===== src/rtl/rriot_bus_initiator.sv =====
// rriot_bus_initiator
//
// Bus master for the RRIOT peripheral bus. Accepts one host command at a time
// over a valid/ready channel and turns it into a single read or write cycle on
// the peripheral's A / we_n / DI / RS_n / CS lines. The result comes back on a
// response channel that holds until the host accepts it. All logic runs on the
// rising edge of phi2, which is the peripheral's clock domain. Every output is
// registered.
//
// Parameters
//   RD_LATENCY      clock edges from address presented to peripheral DO valid (1..15)
//   TIMEOUT_CYCLES  read timeout in cycles, only used when RRIOT_INIT_TIMEOUT_EN
//                   is defined (RD_LATENCY+1..255)
//
// Optional feature macro: RRIOT_INIT_TIMEOUT_EN
//   defined   : a read waits for bus_oe at or after the nominal sample edge, and
//               gives up after TIMEOUT_CYCLES with rsp_err=1, rsp_rdata=0xFF
//   undefined : a read samples at the fixed edge, rsp_err is tied low
//
// Ports
//   phi2        in   clock
//   rst_n       in   synchronous active-low reset
//   cmd_valid   in   host command valid
//   cmd_ready   out  initiator can accept a command (IDLE only)
//   cmd_we      in   1=write, 0=read
//   cmd_addr    in   [9:0] peripheral address
//   cmd_wdata   in   [7:0] write data
//   cmd_rom     in   1=ROM access (drives bus_rs_n low)
//   rsp_valid   out  response valid
//   rsp_ready   in   host accepts response
//   rsp_rdata   out  [7:0] read data (0x00 for writes)
//   rsp_err     out  read timed out
//   bus_a       out  [9:0] peripheral address
//   bus_we_n    out  peripheral write enable, active low
//   bus_wdata   out  [7:0] peripheral DI
//   bus_rdata   in   [7:0] peripheral DO
//   bus_oe      in   peripheral OE
//   bus_rs_n    out  peripheral RS_n
//   bus_cs1_n   out  chip select, active low

module rriot_bus_initiator #(
    parameter int RD_LATENCY     = 2,
    parameter int TIMEOUT_CYCLES = 16
) (
    input  logic       phi2,
    input  logic       rst_n,
    input  logic       cmd_valid,
    output logic       cmd_ready,
    input  logic       cmd_we,
    input  logic [9:0] cmd_addr,
    input  logic [7:0] cmd_wdata,
    input  logic       cmd_rom,
    output logic       rsp_valid,
    input  logic       rsp_ready,
    output logic [7:0] rsp_rdata,
    output logic       rsp_err,
    output logic [9:0] bus_a,
    output logic       bus_we_n,
    output logic [7:0] bus_wdata,
    input  logic [7:0] bus_rdata,
    input  logic       bus_oe,
    output logic       bus_rs_n,
    output logic       bus_cs1_n
);

    typedef enum logic [1:0] {
        IDLE,
        ACCESS,
        RESP
    } state_t;

    localparam logic [3:0] RD_LAT = 4'(RD_LATENCY);

    state_t     state;
    logic       lat_we;
    logic [3:0] lat_cnt;
    logic       sample_now;
    logic       timed_out;

`ifdef RRIOT_INIT_TIMEOUT_EN
    localparam logic [7:0] TMO_LAST = 8'(TIMEOUT_CYCLES - 1);

    logic [7:0] tmo_cnt;

    // Sample on the first edge at or after the nominal one where the
    // peripheral actually drives DO; give up once the timeout window is spent.
    assign sample_now = (lat_cnt >= RD_LAT) && bus_oe;
    assign timed_out  = !sample_now && (tmo_cnt == TMO_LAST);
`else
    localparam logic [7:0] UNUSED_TIMEOUT = 8'(TIMEOUT_CYCLES);

    logic unused_oe;

    // Fixed-latency read: DO is trusted on the RD_LATENCY+1-th edge.
    assign sample_now = (lat_cnt == RD_LAT);
    assign timed_out  = 1'b0;
    assign unused_oe  = bus_oe ^ UNUSED_TIMEOUT[0];
    assign rsp_err    = 1'b0;
`endif

    // Single-process FSM. The bus lines are set up on the accepting edge, so
    // they are already valid in the first ACCESS cycle. A write therefore
    // occupies the bus for exactly one cycle. A read keeps the address up
    // until the sampling edge.
    always_ff @(posedge phi2) begin
        if (!rst_n) begin
            state     <= IDLE;
            lat_we    <= 1'b0;
            lat_cnt   <= 4'd0;
            cmd_ready <= 1'b1;
            rsp_valid <= 1'b0;
            rsp_rdata <= 8'h00;
            bus_a     <= 10'd0;
            bus_we_n  <= 1'b1;
            bus_wdata <= 8'h00;
            bus_rs_n  <= 1'b1;
            bus_cs1_n <= 1'b1;
`ifdef RRIOT_INIT_TIMEOUT_EN
            tmo_cnt   <= 8'd0;
            rsp_err   <= 1'b0;
`endif
        end else begin
            case (state)
                IDLE: begin
                    if (cmd_valid) begin
                        state     <= ACCESS;
                        cmd_ready <= 1'b0;
                        lat_we    <= cmd_we;
                        lat_cnt   <= 4'd0;
                        bus_a     <= cmd_addr;
                        bus_we_n  <= ~cmd_we;
                        bus_wdata <= cmd_we ? cmd_wdata : 8'h00;
                        bus_rs_n  <= ~cmd_rom;
                        bus_cs1_n <= 1'b0;
`ifdef RRIOT_INIT_TIMEOUT_EN
                        tmo_cnt   <= 8'd0;
`endif
                    end
                end

                ACCESS: begin
                    if (lat_we || sample_now || timed_out) begin
                        state     <= RESP;
                        rsp_valid <= 1'b1;
                        rsp_rdata <= lat_we    ? 8'h00 :
                                     timed_out ? 8'hFF : bus_rdata;
                        bus_a     <= 10'd0;
                        bus_we_n  <= 1'b1;
                        bus_wdata <= 8'h00;
                        bus_rs_n  <= 1'b1;
                        bus_cs1_n <= 1'b1;
`ifdef RRIOT_INIT_TIMEOUT_EN
                        rsp_err   <= !lat_we && timed_out;
`endif
                    end else begin
                        // Saturating counters: a long wait never wraps back
                        // to an early sample point.
                        if (lat_cnt != 4'hF) begin
                            lat_cnt <= lat_cnt + 4'd1;
                        end
`ifdef RRIOT_INIT_TIMEOUT_EN
                        if (tmo_cnt != 8'hFF) begin
                            tmo_cnt <= tmo_cnt + 8'd1;
                        end
`endif
                    end
                end

                RESP: begin
                    // Response is held stable until accepted. cmd_ready only
                    // rises after the handshake edge, so a command offered in
                    // the handshake cycle is not taken.
                    if (rsp_ready) begin
                        state     <= IDLE;
                        rsp_valid <= 1'b0;
                        rsp_rdata <= 8'h00;
                        cmd_ready <= 1'b1;
`ifdef RRIOT_INIT_TIMEOUT_EN
                        rsp_err   <= 1'b0;
`endif
                    end
                end

                default: begin
                    state <= IDLE;
                end
            endcase
        end
    end

endmodule


===== config.mk =====
export PLATFORM = sky130hd
export DESIGN_NAME = rriot_bus_initiator
export DESIGN_NICKNAME = d
export VERILOG_FILES = /design/src/rtl/rriot_bus_initiator.sv
export SDC_FILE = /design/constraint.sdc
export NUM_CORES = 1
export LEC_CHECK = 0
export ABC_AREA = 1
export ABC_CLOCK_PERIOD_IN_PS = 1560
export CAP_MARGIN = 20
export CORE_AREA = 3 3 66 68
export CTS_BUF_LIST = sky130_fd_sc_hd__clkbuf_4
export DETAILED_ROUTE_END_ITERATION = 12
export DIE_AREA = 0 0 69 71
export PLACE_DENSITY_LB_ADDON = 0.1
export SLEW_MARGIN = 20
export SYNTH_ARGS = -nofsm -noshare
export SYNTH_HDL_FRONTEND = slang
export SYNTH_SLANG_ARGS = --single-unit

===== constraint.sdc =====
create_clock -name phi2 -period 1.56 [get_ports phi2]
set_input_delay 0.39 -clock phi2 [delete_from_list [all_inputs] [get_ports phi2]]
set_output_delay 0.39 -clock phi2 [all_outputs]
set_load 0.01 [all_outputs]

==> results of run 1 <==
==> registers in the layout (all words and copies together), names as in the netlist <==
name and count:
state 2, rsp_valid 1, lat_we 1, lat_cnt 4, bus_we_n 1, bus_rs_n 1
bus_cs1_n 1, cmd_ready 1, rsp_rdata 8, bus_wdata 8, bus_a 10
==> through the flow <==
step / std cells / hold slack [ns] / setup TNS (ns) / worst slack [ns]
5_1_grt: 338 / 0.5133 / 0 / 0.02146
3_3_place_gp: 330 / 0.4391 / -0.4603 / -0.04161
2_1_floorplan: 217 / 0.4725 / 0 / 0.2735
3_5_place_dp: 330 / 0.4530 / -0.3456 / -0.05237
6_report: 338 / 0.4707 / 0 / 0.1436
4_1_cts: 338 / 0.4764 / 0 / 0.1348
==> layout make-up <==
| cell class | instances | area share, % |
|---|---|---|
| well taps | 50 | 2.597 |
| clock inverters | 3 | 0.6753 |
| inverters | 13 | 2.234 |
| repair buffers | 75 | 29.25 |
| flip-flops and latches | 38 | 31.58 |
| multi-input cells | 154 | 32.10 |
| clock buffers | 5 | 1.558 |
==> path summary, 6_finish.rpt <==
path / cells past startpoint / start / end
worst max-delay path: 8 / lat_cnt[0] / bus_a[8]
worst min-delay path: 2 / cmd_ready / cmd_ready
worst max register to register: 8 / lat_cnt[0] / bus_a[8]
worst min register to register: 2 / cmd_ready / cmd_ready
==> power by group through the flow <==
stage,clock network (W),logic [W],registers (W)
final,0.000495,0.000486,0.00107
after global routing,0.000557,0.000539,0.00108
after CTS,0.000517,0.000492,0.00107
after detailed placement,0,0.000526,0.00109
after global placement,0,0.000523,0.00109
after floorplan,0,0.000248,0.00111
==> synthesized netlist by cell type, types with 2 or more instances <==
| cell type | count |
|---|---|
| nand3_1 | 28 |
| nand4_1 | 8 |
| nand2_4 | 3 |
| nand2_2 | 4 |
| nand2_1 | 53 |
| buf_2 | 3 |
| dfxtp_1 | 38 |
| ha_1 | 2 |
| inv_1 | 11 |
| a21oi_1 | 25 |
| buf_8 | 2 |
| nor2_1 | 17 |
| nand3b_1 | 8 |
| clkbuf_1 | 3 |
==> metal layers <==
layer / track usage [%] / routed length, um / vias to the layer above
li1: - / - / 850
met5: 0 / 0 / -
met4: 4.555 / 49 / 0
met3: 5.824 / 252 / 6
met2: 27.33 / 1835 / 48
met1: 22.43 / 1898 / 713
==> worst register-to-register path, delay by kind of cell (launching register included) <==
kind	cells	cell delay (ns)
and+or+nand+nor	4	0.38
DFF	1	0.36
buffers and inverters	2	0.29
adders and majority gates	1	0.19
AOI/OAI and AO/OA	1	0.14
==> cell families after synthesis <==
family | synth area share [%]
other | 0.2222
buffers and inverters | 9.117
and+or+nand+nor | 35.95
AOI/OAI and AO/OA | 8.154
DFF | 45.07
adders and majority gates | 1.482
==> impl_metrics.py, run 1 <==
metrics = {
    "status": {
        "status": "completed",
    },
    "routing": {
        "dr.pass1.iters": 4,
        "drc": 0,
        "vias": 1617,
        "postRouteAntennaNets": 0,
        "routed_wl_um": 4036,
        "via_per_inst": 4.784,
        "drt_iter0_markers": 83,
        "wl_per_cell_um": 11.94,
    },
    "timing": {
        "fmax_mhz": 706.0,
        "finalHoldViolCount": 0,
        "period_needed_ns": 1.416,
        "setup_viol": 0,
        "final.setup_skew_ns": 0.006483,
        "timing.final.crit_share_pct": 90.80,
        "slew_viol_final": 0,
        "rsz0062_at_grt": "no",
    },
    "grt": {
        "antenna_found_initial": 0,
        "grt.overflow.total": 0,
        "grt_pass1_vias": 1562,
        "grt_usage_pct": 17.19,
        "grt_max_degree": 20,
        "grt_pass1_wl_um": 7010,
    },
    "power_and_ir_drop": {
        "seqPwrFrac_pct": 52.1,
        "p_leak_nw": 1.115,
        "combPwrFrac_pct": 23.7,
        "p_per_area_mw_per_mm2": 850.3,
        "peakVddDrop_uv": 569.7,
        "power.internal_w": 0.001442,
        "power.total_w": 0.002048,
        "power_switching_share_pct": 29.60,
        "power.switching_w": 0.0006062,
        "clock_power_share_pct": 24.2,
    },
    "place": {
        "place_area_mm2": 0.002394,
        "gp_congestion": 0.7575,
        "dp_hpwl_um": 2963,
        "io_buffer_count": 62,
    },
    "synthesis": {
        "ys_seq_elements": 38,
        "yosysWarnings": 0,
        "ys.flop_type": "dfxtp_1",
        "synth_top_area_share_pct": 45.07,
        "syn_inst": 217,
        "ys_async_sr_fraction_pct": 0,
        "netlist_area_mm2": 0.001688,
        "synth_nets": 252,
        "synth_top_area_cell": "dfxtp_1",
        "synth_cell_types": 26,
        "synth_edf_count": 0,
        "synth-seq-area-share_pct": 45.07,
        "syn_avg_cell_area_um2": 7.778,
        "synth_area_leaders": "dfxtp_1 45%, nand2_1 12%, nand3_1 8.3%",
    },
    "worst_setup_path": {
        "rrSetupSlack_ns": 0.14,
        "critPathSlowestCell": "dfxtp_1",
        "required_ns": 1.84,
        "critical_path.most_common_cell": "nand2_2",
        "crit_path_start_kind": "flop",
        "end_kind": "flop",
        "crit_fanout": 15,
        "crit_family": "simple AND/OR/NAND/NOR gates",
        "path_cells": "inv_1 -> ha_1 -> nand2_2 -> nand2_2 -> nand2_4 -> buf_4 -> nand3_1 -> a21oi_1",
        "crit_buf_inv": 2,
        "cpPeakStageDelay_ns": 0.36,
        "worstPathArrival_ns": 1.69,
        "crit_type": "flop to flop",
    },
    "floorplan": {
        "dieHeight_um": 71,
        "core_mm2": 0.003914,
        "start_util_pct": 43.13,
        "rows": 23,
        "fp.dieW_um": 69,
        "io_pins": 65,
        "design.die.area_mm2": 0.004899,
    },
    "finish": {
        "final_nets": 322,
        "layout_commonest_cell": "nand2_1",
        "finalInstanceArea_mm2": 0.002409,
        "layout_common_cells": "53 x nand2_1, 38 x dfxtp_1, 31 x clkdlybuf4s50_1, 31 x dlygate4sd2_1, 28 x nand3_1",
        "antennaDiodeCount": 0,
        "multi_input_area_um2": 773.2,
        "drive_gt1_share_pct": 11.11,
        "syn2layout_area_growth_pct": 42.70,
        "register_area_um2": 760.7,
        "utilization_pct": 61.54,
        "num-fill-cells": 409,
    },
    "clocking": {
        "hold_buffers": 0,
        "cts_buffer_depth": 2,
        "clk_pin_slew_ns": 0.11,
        "cts_resized": 31,
        "cts.sinks": 38,
        "clock_latency_ns": 0.34,
        "cts.root.buffer_cell": "clkbuf_4",
        "numCtsBuffers": 5,
        "post_cts_buffers": 0,
        "cts_tree": "built",
        "htree_num_levels": 2,
    },
    "job": {
        "maxCapViolations": 0,
    },
    "hold_path": {
        "hp-class": "flop to flop",
    },
}
Power figures use the tool's default switching activity.
==> run 2: changes to the inputs <==
--- a/config.mk
+++ b/config.mk
@@ -13,6 +13,7 @@
 export DETAILED_ROUTE_END_ITERATION = 12
 export DIE_AREA = 0 0 69 71
 export PLACE_DENSITY_LB_ADDON = 0.1
+export SKIP_CTS_REPAIR_TIMING = 1
 export SLEW_MARGIN = 20
 export SYNTH_ARGS = -nofsm -noshare
 export SYNTH_HDL_FRONTEND = slang
==> impl_metrics.py, run 2 (synthesized netlist as in run 1, its figures left out) <==
metrics = {
    "timing": {
        "timing.final.crit_share_pct": 90.98,
        "slew_viol_final": 0,
        "rsz0062_at_grt": "no",
        "final.setup_skew_ns": 0.006846,
        "worst_slack_ns": 0.1407,
        "setup_viol": 0,
        "fmax_mhz": 704.6,
        "period_needed_ns": 1.419,
        "hold_ws_ns": 0.4690,
        "finalHoldViolCount": 0,
    },
    "power_and_ir_drop": {
        "p_leak_nw": 1.476,
        "combPwrFrac_pct": 24.6,
        "peakVddDrop_uv": 572.5,
        "p_per_area_mw_per_mm2": 819.0,
        "clock_power_share_pct": 23.8,
        "seqPwrFrac_pct": 51.6,
        "power.internal_w": 0.001464,
        "power.switching_w": 0.0006042,
        "power_switching_share_pct": 29.22,
        "power.total_w": 0.002068,
    },
    "floorplan": {
        "design.die.area_mm2": 0.004899,
        "rows": 23,
        "io_pins": 65,
        "dieHeight_um": 71,
        "fp.dieW_um": 69,
        "core_mm2": 0.003914,
        "start_util_pct": 43.13,
    },
    "grt": {
        "grt.overflow.total": 0,
        "grt_usage_pct": 17.25,
        "met1_usage_pct": 22.43,
        "use_met3_pct": 6.108,
        "grt_pass1_wl_um": 7024,
        "grt_max_degree": 20,
        "grt_use_met2_pct": 27.33,
        "grt_pass1_vias": 1566,
        "busiest_layer": "met2",
        "antenna_found_initial": 0,
    },
    "routing": {
        "dr.pass1.iters": 4,
        "postRouteAntennaNets": 0,
        "routed_wl_um": 4081,
        "drt_iter0_markers": 76,
        "drc": 0,
        "vias": 1626,
        "wl_per_cell_um": 12.07,
        "via_per_inst": 4.811,
    },
    "worst_setup_path": {
        "critPathSlowestCell": "dfxtp_1",
        "path_cells": "inv_1 -> ha_1 -> nand2_2 -> nand2_2 -> nand2_4 -> buf_4 -> nand3_1 -> a21oi_1",
        "crit_fanout": 15,
        "crit_path_start_kind": "flop",
        "rrSetupSlack_ns": 0.14,
        "cpPeakStageDelay_ns": 0.36,
        "end_kind": "flop",
        "worstPathArrival_ns": 1.69,
        "crit_buf_inv": 2,
        "required_ns": 1.84,
        "crit_type": "flop to flop",
        "critical_path.most_common_cell": "nand2_2",
        "crit_family": "simple AND/OR/NAND/NOR gates",
    },
    "finish": {
        "final_nets": 322,
        "layout_common_cells": "53 x nand2_1, 38 x dfxtp_1, 31 x clkdlybuf4s50_1, 31 x dlymetal6s2s_1, 28 x nand3_1",
        "layout_commonest_cell": "nand2_1",
        "top_regs": "bus_a x10, bus_wdata x8, rsp_rdata x8",
        "utilization_pct": 64.51,
        "antennaDiodeCount": 0,
        "top_register": "bus_a",
        "syn2layout_area_growth_pct": 49.59,
        "largest_reg_flops": 10,
        "drive_gt1_share_pct": 11.11,
    },
    "clocking": {
        "cts_tree": "built",
        "htree_num_levels": 2,
        "numCtsBuffers": 5,
        "clock_latency_ns": 0.34,
        "cts.sinks": 38,
        "cts.root.buffer_cell": "clkbuf_4",
        "clk_pin_slew_ns": 0.11,
        "cts_buffer_depth": 2,
    },
    "hold_path": {
        "hp-class": "flop to flop",
    },
    "place": {
        "gp_congestion": 0.7575,
        "io_buffer_count": 62,
        "place_ws_ns": -0.05237,
        "dp_hpwl_um": 2963,
    },
    "status": {
        "status": "completed",
    },
    "job": {
        "maxCapViolations": 0,
    },
}
==> run 2: final cells by class <==
type,count,area (um^2)
inverters,13,53.80
flip-flops and latches,38,760.7
multi-input cells,154,773.2
fillers,379,1389
clock inverters,3,16.27
repair buffers,75,820.8
well taps,50,62.56
clock buffers,5,37.54
==> run 2: metal layers <==
layer | routed length [um] | part of all wire [%] | up-vias
met5 | 0 | 0 | -
met4 | 49 | 1.2 | 0
met1 | 1886 | 46 | 721
met2 | 1865 | 46 | 50
li1 | - | - | 849
met3 | 279 | 6.8 | 6
==> run 2: worst reg2reg max path, cell delays in order (launching register included) <==
cell and delay [ns]:
dfxtp_1 0.36, inv_1 0.05, ha_1 0.19, nand2_2 0.08
nand2_2 0.07, nand2_4 0.14, buf_4 0.24, nand3_1 0.09
a21oi_1 0.14
==> run 2: path summary, 6_finish.rpt <==
path	start	to	depth (start not counted)
hold reg to reg	cmd_ready	cmd_ready	2
setup reg to reg	lat_cnt[0]	bus_a[8]	8
hold / removal	cmd_ready	cmd_ready	2
setup / recovery	lat_cnt[0]	bus_a[8]	8
==> run 2: stage by stage <==
stage	setup TNS, ns	area, um^2	std cells
floorplan	0	1688	217
global placement	-0.4603	2394	330
detailed placement	-0.3456	2394	330
CTS	-2.397	2447	338
global route	0	2525	338
finish	0	2525	338
==> run 2: power groups by stage <==
stage | clock, W | sequential [W] | combinational [W]
floorplan | 0 | 0.00111 | 0.000248
global placement | 0 | 0.00109 | 0.000523
detailed placement | 0 | 0.00109 | 0.000526
CTS | 0.000517 | 0.00107 | 0.000528
global route | 0.000557 | 0.00108 | 0.000561
finish | 0.000492 | 0.00107 | 0.000509
